**config.mk**
```make
export PLATFORM = sky130hd
export DESIGN_NAME = zigzag_reorder_buffer
export DESIGN_NICKNAME = d
export VERILOG_FILES = /design/src/rtl/zigzag_reorder_buffer_pkg.sv /design/src/rtl/zigzag_reorder_buffer_ram.sv /design/src/rtl/zigzag_reorder_buffer.sv
export SDC_FILE = /design/constraint.sdc
export NUM_CORES = 1
export LEC_CHECK = 0
export BUFFER_PORTS_ARGS = -buffer_cell sky130_fd_sc_hd__buf_2
export CORE_MARGIN = 4
export CORE_UTILIZATION = 35
export DETAILED_ROUTE_END_ITERATION = 10
export SETUP_SLACK_MARGIN = 0.4
export SYNTH_ARGS = -nofsm -noshare
export SYNTH_HDL_FRONTEND = slang
export SYNTH_SLANG_ARGS = --single-unit
export TNS_END_PERCENT = 100
```
**constraint.sdc**
```tcl
create_clock -name clk_in -period 6.69 [get_ports clk_in]
set_clock_uncertainty 0.1 [all_clocks]
set_input_delay 0 -clock clk_in [delete_from_list [all_inputs] [get_ports clk_in]]
set_output_delay 0 -clock clk_in [all_outputs]
set_load 0.02 [all_outputs]
```
**src/rtl/zigzag_reorder_buffer_pkg.sv**
```systemverilog
// Shared codec definitions: block geometry, coefficient type and the
// zigzag-to-raster scan table used by every stage that reorders coefficients.
package zigzag_reorder_buffer_pkg;

   localparam int BLOCK_SIZE = 64;
   localparam int COEFF_W    = 12;

   typedef logic signed [COEFF_W-1:0] coeff_t;

   // Entry k is the raster position of the k-th coefficient in scan order.
   localparam logic [5:0] ZZ_TO_RASTER [BLOCK_SIZE] = '{
       6'd0,  6'd8,  6'd1,  6'd2,  6'd9, 6'd16, 6'd24, 6'd17, 6'd10,  6'd3,
       6'd4, 6'd11, 6'd18, 6'd25, 6'd32, 6'd40, 6'd33, 6'd26, 6'd19, 6'd12,
       6'd5,  6'd6, 6'd13, 6'd20, 6'd27, 6'd34, 6'd41, 6'd48, 6'd56, 6'd49,
      6'd42, 6'd35, 6'd28, 6'd21, 6'd14,  6'd7, 6'd15, 6'd22, 6'd29, 6'd36,
      6'd43, 6'd50, 6'd57, 6'd58, 6'd51, 6'd44, 6'd37, 6'd30, 6'd23, 6'd31,
      6'd38, 6'd45, 6'd52, 6'd59, 6'd60, 6'd53, 6'd46, 6'd39, 6'd47, 6'd54,
      6'd61, 6'd62, 6'd55, 6'd63
   };

endpackage

```
**src/rtl/zigzag_reorder_buffer_ram.sv**
```systemverilog
// Simple dual-port coefficient store holding two 64-entry banks; one write
// port, one registered read port.
module coeff_pingpong_ram #(
   parameter int WIDTH      = 12,
   parameter int ADDR_WIDTH = 7
) (
   input  logic                  clk_i,
   input  logic                  wr_en_i,
   input  logic [ADDR_WIDTH-1:0] wr_addr_i,
   input  logic [WIDTH-1:0]      wr_data_i,
   input  logic                  rd_en_i,
   input  logic [ADDR_WIDTH-1:0] rd_addr_i,
   output logic [WIDTH-1:0]      rd_data_o
);

   localparam int DEPTH = 1 << ADDR_WIDTH;

   logic [WIDTH-1:0] mem_q [DEPTH];
   logic [WIDTH-1:0] rd_data_q;

   // NOTE: no reset on the array or read register; bank full flags guard every
   // read, so contents never need a known value and the array can map to RAM.
   always_ff @(posedge clk_i) begin
      if (wr_en_i) mem_q[wr_addr_i] <= wr_data_i;
      if (rd_en_i) rd_data_q <= mem_q[rd_addr_i];
   end

   assign rd_data_o = rd_data_q;

endmodule

```
**src/rtl/zigzag_reorder_buffer.sv**
```systemverilog
// Ping-pong reorder buffer: raster-order coefficients in, zigzag-order out.
// The writer fills one bank while a three-stage read pipeline drains the other.
module zigzag_reorder_buffer
   import zigzag_reorder_buffer_pkg::*;
#(
   parameter int COEFF_WIDTH = $bits(coeff_t)
) (
   input  logic                   clk_in,
   input  logic                   rst_in,
   input  logic                   s_valid_in,
   output logic                   s_ready_out,
   input  logic [COEFF_WIDTH-1:0] s_data_in,
   output logic                   m_valid_out,
   input  logic                   m_ready_in,
   output logic [COEFF_WIDTH-1:0] m_data_out,
   output logic [5:0]             m_index_out,
   output logic                   m_last_out
);

   localparam logic [5:0] LAST_IDX = 6'(BLOCK_SIZE - 1);

   logic [1:0] full_q, full_d;
   logic       wr_bank_q, wr_bank_d;
   logic [5:0] wr_cnt_q, wr_cnt_d;
   logic       iss_bank_q, iss_bank_d;
   logic [5:0] iss_cnt_q, iss_cnt_d;
   logic       rd_bank_q, rd_bank_d;

   logic       iss_vld_q;
   logic [6:0] iss_addr_q;
   logic [5:0] iss_tag_q;
   logic       ram_vld_q;
   logic [5:0] ram_tag_q;

   logic                   m_valid_q;
   logic [COEFF_WIDTH-1:0] m_data_q;
   logic [5:0]             m_index_q;
   logic                   m_last_q;

   logic                   en;
   logic                   s_ready;
   logic                   wr_fire;
   logic                   iss_fire;
   logic                   rel_fire;
   logic [COEFF_WIDTH-1:0] ram_rd_data;

   assign s_ready  = !full_q[wr_bank_q];
   assign en       = !m_valid_q || m_ready_in;
   assign wr_fire  = s_valid_in && s_ready;
   assign iss_fire = en && full_q[iss_bank_q];
   assign rel_fire = m_valid_q && m_ready_in && m_last_q;

   // NOTE: every next-state value is defaulted to its current value first so no
   // path through this block leaves a variable unassigned (which infers a latch).
   always_comb begin
      full_d     = full_q;
      wr_bank_d  = wr_bank_q;
      wr_cnt_d   = wr_cnt_q;
      iss_bank_d = iss_bank_q;
      iss_cnt_d  = iss_cnt_q;
      rd_bank_d  = rd_bank_q;

      // Release and write completion always target different banks.
      if (rel_fire) begin
         full_d[rd_bank_q] = 1'b0;
         rd_bank_d         = ~rd_bank_q;
      end

      if (wr_fire) begin
         wr_cnt_d = wr_cnt_q + 6'd1;
         if (wr_cnt_q == LAST_IDX) begin
            full_d[wr_bank_q] = 1'b1;
            wr_bank_d         = ~wr_bank_q;
         end
      end

      if (iss_fire) begin
         iss_cnt_d = iss_cnt_q + 6'd1;
         if (iss_cnt_q == LAST_IDX) iss_bank_d = ~iss_bank_q;
      end
   end

   // NOTE: sequential state uses non-blocking assignments so every register
   // samples pre-edge values regardless of statement order.
   always_ff @(posedge clk_in or negedge rst_in) begin
      if (!rst_in) begin
         full_q     <= '0;
         wr_bank_q  <= 1'b0;
         wr_cnt_q   <= '0;
         iss_bank_q <= 1'b0;
         iss_cnt_q  <= '0;
         rd_bank_q  <= 1'b0;
      end else begin
         full_q     <= full_d;
         wr_bank_q  <= wr_bank_d;
         wr_cnt_q   <= wr_cnt_d;
         iss_bank_q <= iss_bank_d;
         iss_cnt_q  <= iss_cnt_d;
         rd_bank_q  <= rd_bank_d;
      end
   end

   // Issue, RAM-read and output stages all advance together under en.
   always_ff @(posedge clk_in or negedge rst_in) begin
      if (!rst_in) begin
         iss_vld_q  <= 1'b0;
         iss_addr_q <= '0;
         iss_tag_q  <= '0;
         ram_vld_q  <= 1'b0;
         ram_tag_q  <= '0;
         m_valid_q  <= 1'b0;
         m_data_q   <= '0;
         m_index_q  <= '0;
         m_last_q   <= 1'b0;
      end else if (en) begin
         iss_vld_q  <= iss_fire;
         iss_addr_q <= {iss_bank_q, ZZ_TO_RASTER[iss_cnt_q]};
         iss_tag_q  <= iss_cnt_q;
         ram_vld_q  <= iss_vld_q;
         ram_tag_q  <= iss_tag_q;
         m_valid_q  <= ram_vld_q;
         m_data_q   <= ram_rd_data;
         m_index_q  <= ram_tag_q;
         m_last_q   <= ram_vld_q && (ram_tag_q == LAST_IDX);
      end
   end

   coeff_pingpong_ram #(
      .WIDTH      (COEFF_WIDTH),
      .ADDR_WIDTH (7)
   ) u_ram (
      .clk_i     (clk_in),
      .wr_en_i   (wr_fire),
      .wr_addr_i ({wr_bank_q, wr_cnt_q}),
      .wr_data_i (s_data_in),
      .rd_en_i   (en),
      .rd_addr_i (iss_addr_q),
      .rd_data_o (ram_rd_data)
   );

   assign s_ready_out = s_ready;
   assign m_valid_out = m_valid_q;
   assign m_data_out  = m_data_q;
   assign m_index_out = m_index_q;
   assign m_last_out  = m_last_q;

endmodule

```
==> Yosys cells after proc, flatten, opt, wreduce, memory -nomap -nowiden <==
Memories as Yosys holds them, arrays and structs flattened. A register that Yosys moved wholly into a read port is not among the register bits.
Index checks and enable logic that the tools add are counted.
Widths: inputs -> output; s select.
{ "classes": {"add_sub_neg": 2, "multipliers": 0, "div": 0, "order_cmp": 6, "eq_ne": 3, "shift": 0, "n_mux": 15, "bitwise_logic": 7, "reduce_logical": 13} }
{ "op_table": {"columns": ["operator", "count"], "rows": [
  ["$eq 6x6->1 const B", 3],
  ["$add 6x1->6 const B", 2],
  ["$mux 6", 2],
  ["$mux 1", 8],
  ["$ge 7x7->1 const B", 1],
  ["$logic_and 1x1->1", 7],
  ["$not 6->7", 1],
  ["$lt 1x2->1 const B", 3],
  ["$mux 2", 3],
  ["$reduce_and 2->1", 2],
  ["$logic_not 1->1", 3],
  ["$not 1->1", 3],
  ["$and 2x2->2", 1],
  ["$demux 1 s1", 2],
  ["$ge 1x1->1 const B", 2],
  ["$not 2->2", 1],
  ["$or 2x2->2", 1],
  ["$logic_or 1x1->1", 1]
]} }
{ "word_totals": {"register_bits": 58, "latch_bits": 0, "ram_bits": 1536, "rom_bits": 384, "out_inout_bits": 21, "mem_count": 2} }
{ "memory_table": {"columns": ["memory", "depth", "width", "read_ports", "rd_clocked_by_memory_dff", "write_ports", "line", "rtl"], "rows": [
  ["u_ram.mem_q", 128, 12, 1, 1, 1, "zigzag_reorder_buffer_ram.sv:18", "logic [WIDTH-1:0] mem_q [DEPTH];"],
  ["(no name shown)", 64, 6, 1, 1, 0, "zigzag_reorder_buffer.sv:117", "iss_addr_q <= {iss_bank_q, ZZ_TO_RASTER[iss_cnt_q]};"]
]} }

==> Longest topological paths before layout <==
{ "logic_depth": {"word_depth": 10, "depth_mapped": 8} }

==> Modules after synthesis <==
Synthesis repeated with hierarchy kept, for this count alone.
{ "hier_totals": {"hier_cells": 2676, "area_unflattened_um2": 62230.9} }
{ "by_module_without_submodules": {"columns": ["module", "n_inst", "cells_each", "area_per_inst_um2"], "rows": [
  ["coeff_pingpong_ram", 1, 2362, 59248.1],
  ["zigzag_reorder_buffer", 1, 314, 2982.9]
]} }

==> Worst setup path after synthesis <==
OpenSTA, ideal clock, no wires.
{ "synth_path": {"path_type": "register to register", "start": "register iss_addr_q[0]", "end": "register u_ram.rd_data_q[2] (netlist: u_ram.rd_data_o[2]) (read register of u_ram.mem_q), data pin", "setup_ps": 260, "t_arrival_ps": 2678, "t_required_ps": 6330, "setup_slack_ps": 3652, "path_stages_with_launch": 7, "path_buffers": 2, "period_less_slack_ps": 3038, "cell_sequence": "dfrtp_1 > buf_2 > clkbuf_1 > mux4_2 > mux4_2 > mux4_2 > mux2_2"} }
{ "synth_lines": {"columns": ["item", "line", "rtl"], "rows": [
  ["start: declaration", "zigzag_reorder_buffer.sv:30", "logic [6:0] iss_addr_q;"],
  ["end: declaration", "zigzag_reorder_buffer_ram.sv:19", "logic [WIDTH-1:0] rd_data_q;"]
]} }

==> Worst setup path after layout <==
{ "layout_path": {"start": "register wr_bank_q", "end": "memory u_ram.mem_q[4][6], enable pin"} }
{ "layout_via": {"elab_chain_cells": 6} }
{ "layout_rtl": {"columns": ["item", "line", "rtl"], "rows": [
  ["start: declaration", "zigzag_reorder_buffer.sv:23", "logic wr_bank_q, wr_bank_d;"],
  ["start signal: assignment", "zigzag_reorder_buffer.sv:95", "wr_bank_q <= wr_bank_d;"],
  ["$mux 1 (implied by the code) (2 in a row)", "zigzag_reorder_buffer.sv:47", "assign s_ready = !full_q[wr_bank_q];"],
  ["$logic_not 1->1", "zigzag_reorder_buffer.sv:47", null],
  ["$logic_and 1x1->1", "zigzag_reorder_buffer.sv:49", "assign wr_fire = s_valid_in && s_ready;"],
  ["$mux 1", "zigzag_reorder_buffer_ram.sv:24", "if (wr_en_i) mem_q[wr_addr_i] <= wr_data_i;"],
  ["$mux 1 (implied by the code)", "zigzag_reorder_buffer_ram.sv:24", null],
  ["end: declaration", "zigzag_reorder_buffer_ram.sv:18", null]
]} }
Parallel ways exist; a longest one is shown, timed or not. The select of a mux whose other input is x is not followed.

==> flow_summary.toml <==
[detailed_routing]
drcViolationCount = 0
drt-met1-wl_mm = 62.7
top_layer = "met5"
viasPerCell = 5.35
num_vias = 28500
drtPass1Iterations = 8
wl_met2_mm = 69.2
routed-wl-met3_mm = 12.2
wl_mm = 149
post_drt_wl_per_cell_microns = 28.0
drtIter0Drc = 3684
final_antenna_net_count = 0

[yosys]
synth_top_cell_area_share_pct = 74.8
synth.distinct_cells = 41
synthTopCellsByArea = "edfxtp_1 75%, mux4_2 18%, dfrtp_1 2.3%"
yosysMostFrequentCell = "edfxtp_1"
syn_inst = 2675
syn_area_per_cell_sq_um = 23.2
synth_edf_count = 1548
postSynth.asyncResetShare_pct = 3.61
syn-num-nets = 2709
synth_ff_type = "edfxtp_1"
synth_warnings = 0
ys_seq_area_share_pct = 77.2
syn_area_sq_mm = 0.0621
synth_top_cells_by_count = "1548 x edfxtp_1, 508 x mux4_2, 145 x nor2_1"
synth-seq-cells = 1606
synth_top_cell_by_area = "edfxtp_1"

[die]
dieArea_sq_mm = 0.184
rows = 154
core_sq_mm = 0.176
die_x_microns = 429
ios = 37
die_y_microns = 429
initial_core_util_pct = 35.2

[timing]
hold_viol_final = 0
relSlewSlack_pct = 9.64
fmax_mhz = 221
rsz0062_at_grt = "false"
final.setup.worst_slack_ns = 2.17
finalMaxSlewViolations = 0
min_period_ns = 4.52
setup_tns_ns = 0
worstMarginPinSlew_ns = 1.35
period_share_pct = 67.6
setup_viol = 0

[layout]
area_delta_synth_final_pct = 14.7
nets = 2878
drive_above_1_share_pct = 32.0

[power_and_ir_drop]
p_clk_share_pct = 41.4
cellPowerDensity_mw_per_mm2 = 308
swShare_pct = 22.7
power_frac_comb_pct = 6.4
p_seq_share_pct = 52.2
p_leak_uw = 0.0214
p_int_uw = 17000
p_switching_uw = 5000
vdd_drop_max_v = 0.000300

[clocking]
tritoncts = "built"
numCtsBuffers = 165
postCtsSetupRepairBufs = 0
worstSkewPairLatency_ns = 0.79
cts_sinks = 1606
clk_pin_slew_worst_paths_ns = 0.06
cts_resized = 0
cts-root-buf = "clkbuf_16"
ctsHoldBuffers = 18
clockBufferDepth = 3
htreeDepth = 4

[global_route]
grt_use_total_pct = 16.2
grt_pass1_vias = 28900
antenna_found_initial = 12
grt_max_degree = 106
grt.overflow.total = 0
grt_pass1_wl_mm = 215

[run_status]
status = "complete, no violations"

[critical_path]
r2r_slack_ns = 2.17
crit_path_start_kind = "register"
r2r_end = "u_ram.mem_q[4][6]"
path_class = "register to register"
reg2reg_depth = 6
cp-end-kind = "register"
path_max_fanout = 12
worstPathRequired_ns = 6.98
critical_path_arrival_ns = 4.81
r2r-start = "wr_bank_q"

[placement]
place.port_buffers = 36
pre_cts_slack_ns = 2.16
gp_congestion = 0.774
dpl.hpwl_mm = 87.8

[min_path]
hp-class = "primary input to register"
min_to = "wr_cnt_q[0]"
hold_depth = 4
hold_start = "s_valid_in"

[run]
cap_violations = 0
critical path, stage by stage, from the launching register on:
cell and delay, ns:
dfrtp_1 0.64, mux2i_1 0.54, nand2_1 0.20, nor2_1 0.26
nand3b_1 0.78, buf_4 0.54, nor2_1 1.05
routing by layer:
layer	up-vias	GRT usage (%)
met4	6	5.78
li1	11700	-
met3	246	3.94
met2	1164	24.4
met1	15400	23.0
met5	-	0.703
logic make-up (layout without fill, tap and decap cells):
| logic type | count (synthesis) | in the layout | synth area share (%) |
|---|---|---|---|
| flip-flops | 1606 | 1606 | 77.2 |
| AND/OR/NAND/NOR | 310 | 310 | 2.04 |
| adder cells (fa/ha/maj) | 18 | 18 | 0.363 |
| other | 0 | 3 | 0 |
| multiplexers | 527 | 527 | 18.8 |
| buffers and inverters | 153 | 463 | 1.02 |
| AO/OA/AOI/OAI | 49 | 49 | 0.485 |
| XOR/XNOR | 12 | 12 | 0.169 |
cell usage in the layout (no fill, tap or decap), types with 3 or more instances in the layout:
cell type,Yosys,final
a21boi_0,3,3
a21o_1,3,3
nor2_1,145,97
bufinv_16,0,14
clkinv_1,1,31
inv_16,0,3
clkinvlp_4,0,13
buf_2,39,23
clkbuf_1,93,35
edfxtp_1,1548,1548
inv_1,3,3
dfrtp_1,58,53
clkbuf_16,0,167
dfrtp_4,0,4
a211oi_1,3,3
dlygate4sd3_1,0,17
nand4_1,7,7
mux2i_1,4,4
mux2_2,15,15
o21ai_0,16,16
xnor2_1,10,10
ha_1,18,18
buf_12,0,9
a31oi_1,4,4
nand2b_1,5,5
buf_4,1,96
nor2b_1,11,10
nor2_2,0,48
clkinv_2,0,29
diode_2,0,3
clkinv_8,0,3
mux4_2,508,508
nand2_1,120,119
nand3_1,14,14
clkbuf_8,0,6
inv_6,0,6
a21oi_1,12,12
cell type report:
class                   count  area [sq um]
well taps                2340          2930
clock buffers             206          4370
multi-input cells         916         13700
flip-flops and latches   1606         48000
diodes                      3          7.51
repair buffers            150          1260
fillers                 15200        105000
clock inverters           102          1020
inverters                   5          18.8
state kept, by name (all words and copies together) (netlist names):
signal and cells:
iss_tag_q 6, wr_bank_q 1, u_ram.mem_q 1536, wr_cnt_q 6, full_q 2, u_ram.rd_data_o 12
m_data_out 12, ram_vld_q 1, m_valid_out 1, rd_bank_q 1, iss_vld_q 1, iss_cnt_q 6
m_index_out 6, iss_bank_q 1, iss_addr_q 7, ram_tag_q 6, m_last_out 1
power groups by stage:
stage          registers, uW  clock network, uW  logic (uW)
6_report               11500               9090        1400
5_1_grt                11500               9710        1480
3_5_place_dp           11700                  0        1410
2_1_floorplan          11600                  0         747
4_1_cts                11500               9260        1420
3_3_place_gp           11700                  0        1390
how the worst max path moves through the flow:
stage	slack (ns)	endpoint	depth (start not counted)	start
6_report	2.17	u_ram.mem_q[4][6]	6	wr_bank_q
5_1_grt	1.93	u_ram.mem_q[4][8]	6	wr_bank_q
4_1_cts	2.14	u_ram.mem_q[76][8]	6	wr_bank_q
3_5_place_dp	2.16	u_ram.mem_q[76][0]	6	wr_bank_q
3_3_place_gp	2.18	u_ram.mem_q[76][9]	6	wr_bank_q
2_1_floorplan	3.65	u_ram.rd_data_o[2]	6	iss_addr_q[0]
through the flow:
step	utilization [%]	area (sq um)	hold slack, ns	total power (uW)	cells
after global routing	40.4	71200	0.0936	22700	5326
after floorplan	-	62100	-0.396	12300	2675
after CTS	40.4	71200	0.0616	22200	5321
final	40.4	71200	0.110	22000	5328
after global placement	37.2	65600	0.0362	13100	4993
after detailed placement	37.2	65600	0.0418	13100	4995
Note: power is estimated with default switching activity, not from simulation.
